==> src/rtl/spi_ram_arbiter.sv <==
// spi_ram_arbiter
//   Two-port round-robin arbiter in front of a command-driven SPI RAM.
//   A granted transaction becomes two RAM command words (address, then
//   data or read-data), after which a write completes immediately and a
//   read waits for the RAM's read-data valid.
//
//   Optional feature: define SPI_RAM_ARB_TIMEOUT_EN to abort a read that
//   sees no ram_tx_valid within 4 cycles of entering the wait state (err +
//   done with rdata = 0). Without it the read waits forever and err = 0.
//
// Ports
//   clk, rst_n      clock (rising edge), async active-low reset
//   req/we          per-port request and op (1 = write)
//   addr/wdata      per-port fields, port i at [i*ADDR_SIZE +: ADDR_SIZE]
//   gnt/done/err    per-port one-cycle pulses
//   rdata           read result, valid with done after a read
//   busy            arbiter is not idle
//   ram_din         command word {opcode[1:0], payload}
//   ram_rx_valid    command strobe
//   ram_dout        RAM read data
//   ram_tx_valid    RAM read data valid (level)
module spi_ram_arbiter #(
    parameter int ADDR_SIZE = 8
) (
    input  logic                   clk,
    input  logic                   rst_n,
    input  logic [1:0]             req,
    input  logic [1:0]             we,
    input  logic [2*ADDR_SIZE-1:0] addr,
    input  logic [2*ADDR_SIZE-1:0] wdata,
    output logic [1:0]             gnt,
    output logic [1:0]             done,
    output logic [1:0]             err,
    output logic [ADDR_SIZE-1:0]   rdata,
    output logic                   busy,
    output logic [ADDR_SIZE+1:0]   ram_din,
    output logic                   ram_rx_valid,
    input  logic [ADDR_SIZE-1:0]   ram_dout,
    input  logic                   ram_tx_valid
);

    typedef enum logic [1:0] {
        IDLE     = 2'd0,
        CMD_ADDR = 2'd1,
        CMD_DATA = 2'd2,
        RD_WAIT  = 2'd3
    } state_t;

    state_t                 state, state_nxt;
    logic                   last, last_nxt;       // port served most recently
    logic                   owner, owner_nxt;     // port of the transaction in flight
    logic                   op_we, op_we_nxt;
    logic [ADDR_SIZE-1:0]   op_addr, op_addr_nxt;
    logic [ADDR_SIZE-1:0]   op_wdata, op_wdata_nxt;
    // A write finishes when CMD_DATA is sent; its done pulse is emitted one
    // cycle later, from IDLE, so a new grant can overlap it.
    logic                   wr_pend, wr_pend_nxt;

    logic [1:0]             gnt_nxt, done_nxt;
    logic [ADDR_SIZE-1:0]   rdata_nxt;
    logic [ADDR_SIZE+1:0]   din_nxt;
    logic                   rxv_nxt;
    logic                   win;

`ifdef SPI_RAM_ARB_TIMEOUT_EN
    logic [2:0]             cnt, cnt_nxt;
    logic [1:0]             err_nxt;
`endif

    // Round-robin: on a tie the port not served last wins.
    always_comb begin
        if (req == 2'b11) win = ~last;
        else              win = req[1];
    end

    always_comb begin
        state_nxt    = state;
        last_nxt     = last;
        owner_nxt    = owner;
        op_we_nxt    = op_we;
        op_addr_nxt  = op_addr;
        op_wdata_nxt = op_wdata;
        wr_pend_nxt  = 1'b0;
        gnt_nxt      = 2'b00;
        done_nxt     = 2'b00;
        rdata_nxt    = rdata;
        din_nxt      = '0;
        rxv_nxt      = 1'b0;
`ifdef SPI_RAM_ARB_TIMEOUT_EN
        cnt_nxt      = 3'd0;
        err_nxt      = 2'b00;
`endif
        unique case (state)
            IDLE: begin
                if (wr_pend) done_nxt[owner] = 1'b1;
                if (req != 2'b00) begin
                    gnt_nxt[win] = 1'b1;
                    owner_nxt    = win;
                    last_nxt     = win;
                    op_we_nxt    = we[win];
                    op_addr_nxt  = addr[win*ADDR_SIZE +: ADDR_SIZE];
                    op_wdata_nxt = wdata[win*ADDR_SIZE +: ADDR_SIZE];
                    state_nxt    = CMD_ADDR;
                end
            end
            CMD_ADDR: begin
                rxv_nxt   = 1'b1;
                din_nxt   = {(op_we ? 2'b00 : 2'b10), op_addr};
                state_nxt = CMD_DATA;
            end
            CMD_DATA: begin
                rxv_nxt = 1'b1;
                if (op_we) begin
                    din_nxt     = {2'b01, op_wdata};
                    wr_pend_nxt = 1'b1;
                    state_nxt   = IDLE;
                end else begin
                    din_nxt   = {2'b11, {ADDR_SIZE{1'b0}}};
                    state_nxt = RD_WAIT;
                end
            end
            RD_WAIT: begin
                if (ram_tx_valid) begin
                    rdata_nxt       = ram_dout;
                    done_nxt[owner] = 1'b1;
                    state_nxt       = IDLE;
                end
`ifdef SPI_RAM_ARB_TIMEOUT_EN
                // cnt counts wait cycles already spent; the 4th silent one aborts.
                else if (cnt == 3'd3) begin
                    rdata_nxt       = '0;
                    done_nxt[owner] = 1'b1;
                    err_nxt[owner]  = 1'b1;
                    state_nxt       = IDLE;
                end else begin
                    cnt_nxt = cnt + 3'd1;
                end
`endif
            end
            default: state_nxt = IDLE;
        endcase
    end

    always_ff @(posedge clk or negedge rst_n) begin
        if (!rst_n) begin
            state        <= IDLE;
            last         <= 1'b1;
            owner        <= 1'b0;
            op_we        <= 1'b0;
            op_addr      <= '0;
            op_wdata     <= '0;
            wr_pend      <= 1'b0;
            gnt          <= 2'b00;
            done         <= 2'b00;
            rdata        <= '0;
            busy         <= 1'b0;
            ram_din      <= '0;
            ram_rx_valid <= 1'b0;
        end else begin
            state        <= state_nxt;
            last         <= last_nxt;
            owner        <= owner_nxt;
            op_we        <= op_we_nxt;
            op_addr      <= op_addr_nxt;
            op_wdata     <= op_wdata_nxt;
            wr_pend      <= wr_pend_nxt;
            gnt          <= gnt_nxt;
            done         <= done_nxt;
            rdata        <= rdata_nxt;
            busy         <= (state_nxt != IDLE);
            ram_din      <= din_nxt;
            ram_rx_valid <= rxv_nxt;
        end
    end

`ifdef SPI_RAM_ARB_TIMEOUT_EN
    always_ff @(posedge clk or negedge rst_n) begin
        if (!rst_n) begin
            cnt <= 3'd0;
            err <= 2'b00;
        end else begin
            cnt <= cnt_nxt;
            err <= err_nxt;
        end
    end
`else
    assign err = 2'b00;
`endif

endmodule

==> config.mk <==
export PLATFORM = sky130hd
export DESIGN_NAME = spi_ram_arbiter
export DESIGN_NICKNAME = d
export VERILOG_FILES = /design/src/rtl/spi_ram_arbiter.sv
export SDC_FILE = /design/constraint.sdc
export NUM_CORES = 1
export LEC_CHECK = 0
export ABC_AREA = 1
export CORE_MARGIN = 5
export CORE_UTILIZATION = 48
export CTS_CLUSTER_DIAMETER = 150
export DETAILED_ROUTE_END_ITERATION = 10
export PLACE_DENSITY_LB_ADDON = 0.08
export SYNTH_ARGS = -nofsm -noshare
export SYNTH_HDL_FRONTEND = slang
export SYNTH_SLANG_ARGS = --single-unit
==> constraint.sdc <==
create_clock -name clk -period 2.55 [get_ports clk]
set_input_delay 0.3825 -clock clk [delete_from_list [all_inputs] [get_ports clk]]
set_output_delay 0.3825 -clock clk [all_outputs]
set_load 0.03 [all_outputs]
==> impl_metrics.ini <==
[die]
die_area_mm2 = 0.00574
dieHeight_um = 75.7
io-pin-count = 73
die_w_um = 75.7
fp.coreArea_mm2 = 0.00426
rows = 24
initial_core_util_pct = 48.7

[routing]
drc_errors = 0
firstDrtPassIters = 4
avgRoutedWirePerCell_um = 11.9
vias = 1690
dr.first_iter.drc_count = 101
routed_wl_um = 4310
ant_nets = 0
via_per_inst = 4.67

[worst_setup_path]
required_ps = 2170
critical_path_class = reg -> out
timing.rr.start = state[0]
cp-start-kind = flip-flop
end_kind = primary output
cp-startpoint = rdata[2]
r2r_slack_ps = 1020
worst-path-buf-inv = 1
critical-path-top-delay-family = buffers and inverters
cp_slowest_cell = clkdlybuf4s50_1
worstPathMaxFanout = 2
max_stage_delay_ps = 670
critPathArrivalTime_ps = 1310
crit_chain = clkdlybuf4s50_1

[timing]
worst_slack_ps = 856
max_freq_mhz = 590
clock_skew_ps = 5.76
fin_crit_sh_pct = 66.4
fin_tns_setup_ps = 0
tightest_slew_ps = 609
rsz0062_at_grt = false
post-route-min-period_ps = 1690
maxSlewViolCount = 0
hold_viol = 0
setup_viol = 0
slew_headroom_pct = 59.3

[global_routing]
antenna_found_initial = 0
grt_use_total_pct = 15.9
grt_pass1_vias = 1598
grt_pass1_wl_um = 6950
grt_overflow = 0
grt_max_degree = 36

[synthesis]
synth_area_leaders = dfrtp_1, nand2_1, inv_1
synth_largest_area_cell = dfrtp_1
synth_ff_type = dfrtp_1
ys_ff_latch = 46
synth-edff-count = 0
synthCells = 238
synth_cell_types = 19
synth_warnings = 0
synth_most_common_cell = nand2_1
async_flop_share_pct = 100
synth_area_mm2 = 0.00207
seq_area_frac_synth_pct = 55.5
yosysTopAreaCellShare_pct = 54.3
ys_top_cells_by_count = nand2_1, dfrtp_1, inv_1
synth.avg_cell_area_um2 = 8.72

[clocking]
root_buffer = clkbuf_8
tritoncts = done
postCtsResizedCells = 0
post_cts_buffers = 0
ctsHtreeMaxLevel = 2
cts_sinks = 46
clockBufferDepth = 2
numCtsBuffers = 5
cts_hold_repair.buffers = 0
clk_pin_slew_worst_paths_ps = 80
clk_latency_ps = 290

[power_and_ir_drop]
vdd_drop_max_v = 0.000466
p_leak_nw = 1.40
power_density_mw_per_mm2 = 1090

[layout]
final_core_util_pct = 67.2
num-fill-cells = 382
n_antenna_cell = 0
syn_to_final_growth_pct = 38.1
drive_gt1_share_pct = 7.74
final_nets = 361

[run_status]
status = complete, no violations

[place]
hpwl_um = 3110
pre_cts_ws_ps = 665
gp_congestion = 0.779
numPortBuffers = 70

[run]
drv_cap = 0

[min_path]
hp-class = in -> async
[stage by stage]
| step | hold WS (ps) | power (W) | std cells | cell area, µm² |
|---|---|---|---|---|
| final | 38.0 | 0.00311 | 362 | 2860 |
| after global routing | 71.8 | 0.00335 | 362 | 2860 |
| after CTS | 50.6 | 0.00315 | 362 | 2860 |
| after detailed placement | 370 | 0.00272 | 354 | 2780 |
| after global placement | 368 | 0.00269 | 354 | 2780 |
| after floorplan | 86.9 | 0.00218 | 239 | 2080 |
[report_power, final]
group	total, W	switching, W	internal (W)
clock	0.000422	0.000227	0.000195
combinational	0.00149	0.000895	0.000596
sequential	0.00120	0.000147	0.00106
[path summary, 6_finish.rpt]
check	endpoint	depth (start not counted)
worst min-delay path	busy	1
worst max-delay path	rdata[2]	1
worst max register to register	done[1]	5
max in group asynchronous	last	2
worst min register to register	done[0]	1
min in group clk	done[0]	1
[registers in the layout, indices dropped and copies added (netlist names)]
register      flops
gnt               2
owner             1
op_wdata          8
ram_rx_valid      1
state             2
rdata             8
op_we             1
busy              1
done              2
op_addr           8
last              1
ram_din          10
wr_pend           1
[kinds of logic after synthesis]
kind of cell	Yosys count	synth area share, %
compound gates	28	7.48
fa+ha+maj	5	3.02
buf+inv	39	8.81
flops	46	55.5
mux	8	4.34
other cells	1	0.181
simple gates	111	20.6
[per-layer routing]
layer | vias up | global-route usage, % | share of wire, %
met2 | 58 | 28.6 | 49
met3 | 8 | 5.15 | 9.0
met4 | 0 | 4.66 | 1.8
met5 | - | 0 | 0
met1 | 762 | 18.0 | 40
li1 | 862 | - | -
[layout by cell type, fill, tap and decap left out, drive strengths merged]
cell type,netlist,routed
a21oi,9,9
nand3,4,4
dfrtp,45,45
nor2,23,23
conb,1,2
nand2,83,83
inv,28,28
clkdlybuf4s50,0,69
clkinv,2,2
buf,9,3
mux2,8,8
clkbuf,0,8
nor3,1,1
ha,5,5
o21ai,19,19
dfstp,1,1
[final cells by class]
class | instances | area, µm² | area share [%]
timing repair buffer | 72 | 711 | 24.8
tap | 52 | 65.1 | 2.27
multi-input combinational | 154 | 743 | 26.0
inverter | 30 | 113 | 3.93
clock buffer | 8 | 80.1 | 2.80
sequential | 46 | 1150 | 40.2
Power figures use the tool's default switching activity.
